==> config.mk <==
export PLATFORM = sky130hd
export DESIGN_NAME = mem_miss_arbiter_flat
export DESIGN_NICKNAME = d
export VERILOG_FILES = /design/src/rtl/mem_miss_arbiter_if.sv /design/src/rtl/mem_miss_arbiter.sv /design/src/flat_wrapper.sv
export SDC_FILE = /design/constraint.sdc
export NUM_CORES = 1
export LEC_CHECK = 0
export CORE_AREA = 2 2 288 290
export CTS_CLUSTER_SIZE = 20
export DETAILED_ROUTE_END_ITERATION = 10
export DIE_AREA = 0 0 290 292
export PLACE_DENSITY = 0.42
export SLEW_MARGIN = 25
export SYNTH_ARGS = -nofsm -noshare
export SYNTH_HDL_FRONTEND = slang
export SYNTH_SLANG_ARGS = --single-unit
==> constraint.sdc <==
create_clock -name clock -period 2.8 [get_ports clock]
set_clock_uncertainty 0.2 [all_clocks]
set_input_delay 0.56 -clock clock [delete_from_list [all_inputs] [get_ports clock]]
set_output_delay 0.56 -clock clock [all_outputs]
set_load 0.05 [all_outputs]
==> src/rtl/mem_miss_arbiter_if.sv <==
// Miss request / memory request / response bundle between the caches, the
// miss arbiter and the memory hierarchy. The arbiter takes the slave side.
interface mem_miss_arbiter_if #(
    parameter int NUM_PORTS  = 2,
    parameter int ADDR_WIDTH = 32,
    parameter int LINE_WIDTH = 128,
    parameter int ID_WIDTH   = $clog2(NUM_PORTS)
);
    logic [NUM_PORTS-1:0]            req_valid;
    logic [NUM_PORTS*ADDR_WIDTH-1:0] req_addr;
    logic [NUM_PORTS-1:0]            req_is_store;
    logic [NUM_PORTS*LINE_WIDTH-1:0] req_data;
    logic [NUM_PORTS-1:0]            req_ready;

    logic                            mem_req_valid;
    logic                            mem_req_ready;
    logic [ADDR_WIDTH-1:0]           mem_req_addr;
    logic                            mem_req_is_store;
    logic [LINE_WIDTH-1:0]           mem_req_data;
    logic [ID_WIDTH-1:0]             mem_req_id;

    logic                            mem_rsp_valid;
    logic [LINE_WIDTH-1:0]           mem_rsp_data;
    logic [NUM_PORTS-1:0]            rsp_valid;
    logic [LINE_WIDTH-1:0]           rsp_data;
    logic                            rsp_error;

    modport master (
        output req_valid, req_addr, req_is_store, req_data,
        output mem_req_ready, mem_rsp_valid, mem_rsp_data,
        input  req_ready, mem_req_valid, mem_req_addr, mem_req_is_store,
        input  mem_req_data, mem_req_id, rsp_valid, rsp_data, rsp_error
    );

    modport slave (
        input  req_valid, req_addr, req_is_store, req_data,
        input  mem_req_ready, mem_rsp_valid, mem_rsp_data,
        output req_ready, mem_req_valid, mem_req_addr, mem_req_is_store,
        output mem_req_data, mem_req_id, rsp_valid, rsp_data, rsp_error
    );
endinterface

==> src/rtl/mem_miss_arbiter.sv <==
// Round-robin arbiter of NUM_PORTS cache misses onto one registered memory port,
// with an in-order ID FIFO for response routing. MISS_ARB_PERF_CNT_EN adds perf counters.
module mem_miss_arbiter #(
    parameter int NUM_PORTS   = 2,
    parameter int ADDR_WIDTH  = 32,
    parameter int LINE_WIDTH  = 128,
    parameter int OUTSTANDING = 4,
    parameter int ID_WIDTH    = $clog2(NUM_PORTS)
) (
    input  logic                      clock,
    input  logic                      reset,
    mem_miss_arbiter_if.slave         bus
`ifdef MISS_ARB_PERF_CNT_EN
    ,
    output logic [NUM_PORTS*32-1:0]   perf_grant_cnt,
    output logic [31:0]               perf_full_stall_cnt
`endif
);
    localparam int PTR_W = $clog2(OUTSTANDING);
    localparam int CNT_W = PTR_W + 1;

    typedef enum logic [0:0] {IDLE, HOLD} state_t;

    state_t                state, state_nxt;
    logic [ID_WIDTH-1:0]   rr_ptr;
    logic [ID_WIDTH-1:0]   grant_idx;
    logic                  grant_found;
    logic                  grant;
    logic                  room;
    logic                  pop;
    logic [CNT_W-1:0]      count;
    logic [PTR_W-1:0]      wr_ptr, rd_ptr;
    logic [ID_WIDTH-1:0]   id_fifo [OUTSTANDING];
    logic [ID_WIDTH-1:0]   head_id;
    int unsigned           cand;

    logic [ADDR_WIDTH-1:0] req_addr_q;
    logic                  req_is_store_q;
    logic [LINE_WIDTH-1:0] req_data_q;
    logic [ID_WIDTH-1:0]   req_id_q;
    logic                  rsp_error_q;

    // First valid port at or above rr_ptr, wrapping modulo NUM_PORTS.
    always_comb begin
        grant_found = 1'b0;
        grant_idx   = '0;
        cand        = 0;
        for (int unsigned i = 0; i < NUM_PORTS; i++) begin
            cand = (32'(rr_ptr) + i) % NUM_PORTS;
            if (!grant_found && bus.req_valid[ID_WIDTH'(cand)]) begin
                grant_found = 1'b1;
                grant_idx   = ID_WIDTH'(cand);
            end
        end
    end

    // Capacity uses the pre-pop count, so a full FIFO never grants on a response cycle.
    assign room = (count < CNT_W'(OUTSTANDING));

    always_comb begin
        state_nxt = state;
        grant     = 1'b0;
        case (state)
            IDLE: begin
                if (grant_found && room) begin
                    grant     = 1'b1;
                    state_nxt = HOLD;
                end
            end
            HOLD: begin
                if (bus.mem_req_ready) begin
                    state_nxt = IDLE;
                end
            end
            default: state_nxt = IDLE;
        endcase
    end

    assign pop     = bus.mem_rsp_valid && (count != '0);
    assign head_id = id_fifo[rd_ptr];

    assign bus.req_ready        = (grant && reset) ? (NUM_PORTS'(1) << grant_idx) : '0;
    assign bus.rsp_valid        = (pop && reset) ? (NUM_PORTS'(1) << head_id) : '0;
    assign bus.rsp_data         = bus.mem_rsp_data;
    assign bus.mem_req_valid    = (state == HOLD);
    assign bus.mem_req_addr     = req_addr_q;
    assign bus.mem_req_is_store = req_is_store_q;
    assign bus.mem_req_data     = req_data_q;
    assign bus.mem_req_id       = req_id_q;
    assign bus.rsp_error        = rsp_error_q;

    always_ff @(posedge clock or negedge reset) begin
        if (!reset) begin
            state          <= IDLE;
            rr_ptr         <= '0;
            count          <= '0;
            wr_ptr         <= '0;
            rd_ptr         <= '0;
            req_addr_q     <= '0;
            req_is_store_q <= 1'b0;
            req_data_q     <= '0;
            req_id_q       <= '0;
            rsp_error_q    <= 1'b0;
        end else begin
            state <= state_nxt;
            if (grant) begin
                req_addr_q     <= bus.req_addr[grant_idx*ADDR_WIDTH +: ADDR_WIDTH];
                req_is_store_q <= bus.req_is_store[grant_idx];
                req_data_q     <= bus.req_data[grant_idx*LINE_WIDTH +: LINE_WIDTH];
                req_id_q       <= grant_idx;
                rr_ptr         <= (grant_idx == ID_WIDTH'(NUM_PORTS - 1)) ? '0 : grant_idx + 1'b1;
                wr_ptr         <= wr_ptr + 1'b1;
            end
            if (pop) begin
                rd_ptr <= rd_ptr + 1'b1;
            end
            count <= count + CNT_W'(grant) - CNT_W'(pop);
            if (bus.mem_rsp_valid && (count == '0)) begin
                rsp_error_q <= 1'b1;
            end
        end
    end

    always_ff @(posedge clock) begin
        if (grant) begin
            id_fifo[wr_ptr] <= grant_idx;
        end
    end

`ifdef MISS_ARB_PERF_CNT_EN
    always_ff @(posedge clock or negedge reset) begin
        if (!reset) begin
            perf_grant_cnt      <= '0;
            perf_full_stall_cnt <= '0;
        end else begin
            for (int unsigned p = 0; p < NUM_PORTS; p++) begin
                if (grant && (grant_idx == ID_WIDTH'(p)) && (perf_grant_cnt[p*32 +: 32] != '1)) begin
                    perf_grant_cnt[p*32 +: 32] <= perf_grant_cnt[p*32 +: 32] + 32'd1;
                end
            end
            if ((|bus.req_valid) && !room && (perf_full_stall_cnt != '1)) begin
                perf_full_stall_cnt <= perf_full_stall_cnt + 32'd1;
            end
        end
    end
`endif
endmodule

==> src/flat_wrapper.sv <==
// flat-port wrapper written by rule: the top's interface ports become plain ports
module mem_miss_arbiter_flat 
#(
    parameter int NUM_PORTS   = 2,
    parameter int ADDR_WIDTH  = 32,
    parameter int LINE_WIDTH  = 128,
    parameter int OUTSTANDING = 4,
    parameter int ID_WIDTH    = $clog2(NUM_PORTS)
)
  (clock, reset, bus_req_valid, bus_req_addr, bus_req_is_store, bus_req_data, bus_mem_req_ready, bus_mem_rsp_valid, bus_mem_rsp_data, bus_req_ready, bus_mem_req_valid, bus_mem_req_addr, bus_mem_req_is_store, bus_mem_req_data, bus_mem_req_id, bus_rsp_valid, bus_rsp_data, bus_rsp_error);
  mem_miss_arbiter_if #(.NUM_PORTS(NUM_PORTS), .ADDR_WIDTH(ADDR_WIDTH), .LINE_WIDTH(LINE_WIDTH), .ID_WIDTH(ID_WIDTH)) bus_i ();
  input  logic clock;
  input  logic reset;
  input wire logic [$bits(bus_i.req_valid)-1:0] bus_req_valid;
  input wire logic [$bits(bus_i.req_addr)-1:0] bus_req_addr;
  input wire logic [$bits(bus_i.req_is_store)-1:0] bus_req_is_store;
  input wire logic [$bits(bus_i.req_data)-1:0] bus_req_data;
  input wire logic [$bits(bus_i.mem_req_ready)-1:0] bus_mem_req_ready;
  input wire logic [$bits(bus_i.mem_rsp_valid)-1:0] bus_mem_rsp_valid;
  input wire logic [$bits(bus_i.mem_rsp_data)-1:0] bus_mem_rsp_data;
  output wire logic [$bits(bus_i.req_ready)-1:0] bus_req_ready;
  output wire logic [$bits(bus_i.mem_req_valid)-1:0] bus_mem_req_valid;
  output wire logic [$bits(bus_i.mem_req_addr)-1:0] bus_mem_req_addr;
  output wire logic [$bits(bus_i.mem_req_is_store)-1:0] bus_mem_req_is_store;
  output wire logic [$bits(bus_i.mem_req_data)-1:0] bus_mem_req_data;
  output wire logic [$bits(bus_i.mem_req_id)-1:0] bus_mem_req_id;
  output wire logic [$bits(bus_i.rsp_valid)-1:0] bus_rsp_valid;
  output wire logic [$bits(bus_i.rsp_data)-1:0] bus_rsp_data;
  output wire logic [$bits(bus_i.rsp_error)-1:0] bus_rsp_error;
  assign bus_i.req_valid = bus_req_valid;
  assign bus_i.req_addr = bus_req_addr;
  assign bus_i.req_is_store = bus_req_is_store;
  assign bus_i.req_data = bus_req_data;
  assign bus_i.mem_req_ready = bus_mem_req_ready;
  assign bus_i.mem_rsp_valid = bus_mem_rsp_valid;
  assign bus_i.mem_rsp_data = bus_mem_rsp_data;
  assign bus_req_ready = bus_i.req_ready;
  assign bus_mem_req_valid = bus_i.mem_req_valid;
  assign bus_mem_req_addr = bus_i.mem_req_addr;
  assign bus_mem_req_is_store = bus_i.mem_req_is_store;
  assign bus_mem_req_data = bus_i.mem_req_data;
  assign bus_mem_req_id = bus_i.mem_req_id;
  assign bus_rsp_valid = bus_i.rsp_valid;
  assign bus_rsp_data = bus_i.rsp_data;
  assign bus_rsp_error = bus_i.rsp_error;
  mem_miss_arbiter #(.NUM_PORTS(NUM_PORTS), .ADDR_WIDTH(ADDR_WIDTH), .LINE_WIDTH(LINE_WIDTH), .OUTSTANDING(OUTSTANDING), .ID_WIDTH(ID_WIDTH)) u_core (.clock(clock), .reset(reset), .bus(bus_i));
endmodule
-- Word level (Yosys, flattened, before mapping)
Memory sizes are Yosys's and may differ from the RTL's.
Cells that the tools add are included.
- $add $sub $neg: 6
- $mul: 0
- divide/modulo/power cells: 0
- $lt $le $gt $ge: 4
- equality and inequality tests: 0
- shift-type cells: 4
- multiplexer cells: 19
- bitwise logic cells: 1
- reductions and logical operators: 9
- operators by type and width (cell ; count):
    $shiftx A256 B9 Y128 ; 1
    $shiftx A64 B7 Y32 ; 1
    $mux W1 ; 16
    $logic_and A1 B1 Y1 ; 6
    $lt A1 B2 Y1 const B ; 3
    $add A2 B1 Y2 const B ; 2
    $mux W2 ; 2
    $shl A1 B1 Y2 const A ; 2
    $add A3 B1 Y3 ; 1
    $logic_not A3 Y1 ; 1
    $lt A3 B3 Y1 const B ; 1
    $reduce_bool A3 Y1 ; 1
    $sub A3 B1 Y3 ; 1
    $add A1 B1 Y1 const B ; 2
    $pmux W1 S2 ; 1
    $logic_not A1 Y1 ; 1
    $not A1 Y1 ; 1
- flip-flop bits (word level): 172
- bits in latches: 0
- bits in writable memories: 4
- ROM bits: 0
- input port bits: 456
- output and inout port bits: 296
- word-level logic and storage cells: 54
- memories: 1
- memory list (name ; words ; width ; rd ports ; clocked after Yosys merged registers in ; wr ports ; line ; RTL):
    u_core.id_fifo ; 4 ; 1 ; 1 ; 0 ; 1 ; mem_miss_arbiter.sv:33 ; logic [ID_WIDTH-1:0] id_fifo [OUTSTANDING];

-- Longest topological paths before layout
- word-level depth: 11
- mapped depth: 11
- gate-level depth less buffers: 9

-- Worst setup path before layout
Ideal clock, no wire load.
- path type: register -> register
- start point: register u_core.state, in the netlist u_core.bus.mem_req_valid
- end point: register u_core.count[2]
- library setup time: 124 ps
- data arrival time: 2644 ps
- data required time: 2476 ps
- slack: -168 ps
- stages on the path, launching flop included: 12
- buffers on the path: 2
- clock period less this slack: 2968 ps
- cells stage by stage: dfrtp_1 > or2_1 > buf_2 > buf_6 > nor2_1 > inv_1 > ha_1 > inv_1 > ha_1 > fa_1 > xor2_1 > xnor2_1
- cells in the longest elaborated chain, start to end: 3
- RTL lines (what ; line ; RTL):
    start: declaration ; mem_miss_arbiter.sv:24 ; state_t state, state_nxt;
    start signal: assignment ; mem_miss_arbiter.sv:105 ; state <= state_nxt;
    $mux W1 ; mem_miss_arbiter.sv:63 ; case (state)
    $add A3 B1 Y3 ; mem_miss_arbiter.sv:117 ; count <= count + CNT_W'(grant) - CNT_W'(pop);
    $sub A3 B1 Y3 ; mem_miss_arbiter.sv:117 ;
    end signal: assignment ; mem_miss_arbiter.sv:117 ;
    end: declaration ; mem_miss_arbiter.sv:31 ; logic [CNT_W-1:0] count;
No other way between the ends.
A chain may end at the register's enable or synchronous reset.

-- Worst setup path in the final report
- start point: input port reset
- end point: output port bus_rsp_valid[0]
- cells in the longest elaborated chain, start to end: 2
- RTL lines (what ; line ; RTL):
    start: declaration ; flat_wrapper.sv:13 ; input logic reset;
    $logic_and A1 B1 Y1 ; mem_miss_arbiter.sv:83 ; assign bus.rsp_valid = (pop && reset) ? (NUM_PORTS'(1) << head_id) : '0;
    $mux W2 ; mem_miss_arbiter.sv:83 ;
    end: declaration ; flat_wrapper.sv:27 ; output wire logic [$bits(bus_i.rsp_valid)-1:0] bus_rsp_valid;
No other way between the ends.

==> flow_metrics.py <==
metrics = {
    "status": {
        "outcome": "finished clean",
    },
    "clock_tree": {
        "clockBufferDepth": 2,
        "htree_levels": 4,
        "clk_pin_slew_worst_paths_ns": 0.07,
        "numCtsBuffers": 17,
        "worstSkewPairLatency_ns": 0.51,
        "cts_tree": "done",
        "cts_root_buf": "clkbuf_16",
        "cts.sinks": 176,
    },
    "pwr": {
        "pwr-share-comb_pct": 60.8,
        "switching_power_mw": 8.776,
        "p_seq_share_pct": 24.9,
        "pwr_density_cell_mw_per_mm2": 1223,
        "irDropWorstVdd_v": 0.0005405,
        "swShare_pct": 48.38,
        "p_leak_nw": 5.658,
        "intPower_mw": 9.363,
        "p_clk_share_pct": 14.3,
    },
    "setup_path": {
        "path_max_fanout": 29,
        "worstSetupPathType": "in -> out",
        "required_ns": 2.04,
        "crit_arrival_ns": 1.91,
        "critPathCaptureType": "output port",
        "start_kind": "input pin",
    },
    "timing": {
        "post-route-period-util_pct": 95.46,
        "tightest_slew_ns": 0.7496,
        "rsz0062_at_grt": "no",
        "setup_ws_ns": 0.1270,
        "final_max_slew_viol_count": 0,
        "max_freq_mhz": 374.1,
        "fin_crit_ns": 2.673,
        "setup_tns_ns": 0,
        "setup_viol": 0,
        "holdWs_ns": 0.2700,
        "hold_violations": 0,
        "maxSlewHeadroom_pct": 50.03,
    },
    "finish": {
        "fin_cells": 2166,
        "areaGrowthSynthToFinish_pct": 66.38,
        "nFillCells": 8886,
        "fin_area_mm2": 0.01483,
        "drive_gt1_share_pct": 6.569,
        "final_nets": 1546,
        "antenna_cells": 0,
    },
    "routing": {
        "avgViaCountPerCell": 3.529,
        "wl_per_cell_um": 18.29,
        "ant_nets": 0,
        "drt-total-wl_um": 39610,
        "vias": 7643,
        "first_iter_violations": 300,
        "remaining_drc_errors": 0,
        "drt_pre_antenna_iters": 4,
    },
    "die": {
        "dieWidth_um": 290,
        "design.die.area_mm2": 0.08468,
        "die_h_um": 292,
        "ioPinCount": 752,
        "start_util_pct": 10.93,
        "fp-row-count": 105,
        "core_area_mm2": 0.08158,
    },
    "logic_synthesis": {
        "syn-cell-area_mm2": 0.008914,
        "synth.distinct_cells": 27,
        "ys_seq_elements": 176,
        "ys_seq_area_share_pct": 49.64,
        "synth_nets": 1207,
        "async_flop_share_pct": 97.73,
        "synth-edff-count": 4,
        "synthCells": 744,
        "ys.flop_type": "dfrtp_1",
        "syn_avg_cell_area_um2": 11.98,
        "yosys_warnings": 0,
    },
    "global_routing": {
        "grt_pass1_vias": 8338,
        "grtUsageTotal_pct": 9.230,
        "antenna_found_initial": 1,
        "grt_pass1_wl_um": 57650,
        "grt.overflow.total": 0,
        "grt_max_degree": 99,
    },
    "placed_design": {
        "io_buffers": 495,
        "post-place-ws_ns": -0.05747,
        "placed_area_mm2": 0.01423,
        "dpl.hpwl_um": 28820,
        "finalWeightedCongestion": 0.7155,
        "dpl.cell_count": 2133,
    },
    "job": {
        "maxCapViolations": 0,
    },
    "hold_path": {
        "hold_class": "reg -> reg",
    },
}
[cell usage in the layout (no fill, tap or decap), drive strengths merged, types with 6 or more instances in the layout]
cell and n:
a221o 161, and2 6, ha 6, dfrtp 172, clkbuf 17, clkdlybuf4s50 486, buf 32, o21a 161
inv 19
[stage by stage]
stage               util, %  total power, mW
finish                18.18            18.14
global route          18.18            19.06
global placement      17.44            15.63
CTS                   18.18            18.47
detailed placement    17.44            15.68
floorplan                 -            12.06
[critical path, cell delays in order]
cell           delay, ns
dlygate4sd3_1       0.59
buf_8               0.25
nand2_1             0.08
nor2_1              0.22
buf_12              0.18
[path summary, 6_finish.rpt]
check,from,cells past startpoint,to,slack [ns]
max,reset,5,bus_rsp_valid[0],0.13
min,u_core.bus.rsp_error,1,u_core.bus.rsp_error,0.27
max reg2reg,u_core.count[2],9,u_core.count[2],0.34
min reg2reg,u_core.bus.rsp_error,1,u_core.bus.rsp_error,0.27
max in group asynchronous,reset,3,u_core.bus.mem_req_data[83],1.02
min in group asynchronous,reset,2,u_core.bus.mem_req_addr[12],0.32
[power by group through the flow]
stage	registers (mW)	logic, mW	clock network [mW]
4_1_cts	4.52	11.2	2.77
6_report	4.51	11.0	2.60
3_3_place_gp	4.52	11.1	0
5_1_grt	4.65	11.6	2.83
3_5_place_dp	4.54	11.1	0
2_1_floorplan	8.33	3.73	0
[state kept, by name, summed over array words and instances (netlist names)]
signal / count
u_core.bus.rsp_error: 1
u_core.count: 3
u_core.rd_ptr: 2
u_core.bus.mem_req_id: 1
u_core.id_fifo: 4
u_core.rr_ptr: 1
u_core.bus.mem_req_is_store: 1
u_core.wr_ptr: 2
u_core.bus.mem_req_valid: 1
u_core.bus.mem_req_data: 128
u_core.bus.mem_req_addr: 32
[final cells by class]
type	instances	area (um2)	share of cell area, %
timing repair buffer	519	5285	35.64
clock inverter	15	162.7	1.097
tap	1070	1339	9.027
sequential	176	4425	29.84
clock buffer	17	425.4	2.868
inverter	9	33.78	0.2278
multi-input combinational	360	3159	21.30
[cells by family (layout without fill, tap and decap cells)]
family	Yosys count	in the layout	share of synthesized area, %
AO/OA/AOI/OAI	329	329	32.24
buffers and inverters	208	560	15.20
flip-flops	176	176	49.64
AND/OR/NAND/NOR	17	17	0.9825
adder cells (fa/ha/maj)	7	7	1.067
XOR/XNOR	5	5	0.4914
multiplexers	2	2	0.3790
[what timing repair did]
action | CTS | global route
buffers inserted | 0 | 0
hold buffers | 1 | 0
endpoints found under the hold margin | 23 | 0
setup endpoints to repair | 0 | 1
resized for setup | 0 | 1
[metal layers]
metal	GRT usage, %	vias up	part of all wire, %
li1	-	3410	-
met1	10.06	3825	40
met2	15.33	343	49
met3	3.867	65	7.8
met4	4.789	0	3.3
met5	0	-	0
[synth_stat cells, drive strengths merged (2+ instances only)]
library cell,count,area share [%]
a221o,161,18
and2,6,0.42
edfxtp,4,1.3
inv,9,0.38
and3,2,0.14
xnor2,3,0.29
dfrtp,172,48
ha,6,0.84
a21o,3,0.25
clkbuf,42,1.8
nor2,4,0.17
buf,157,13
nand2,3,0.13
o21a,161,14
xor2,2,0.20
Note: power is estimated with default switching activity, not from simulation.
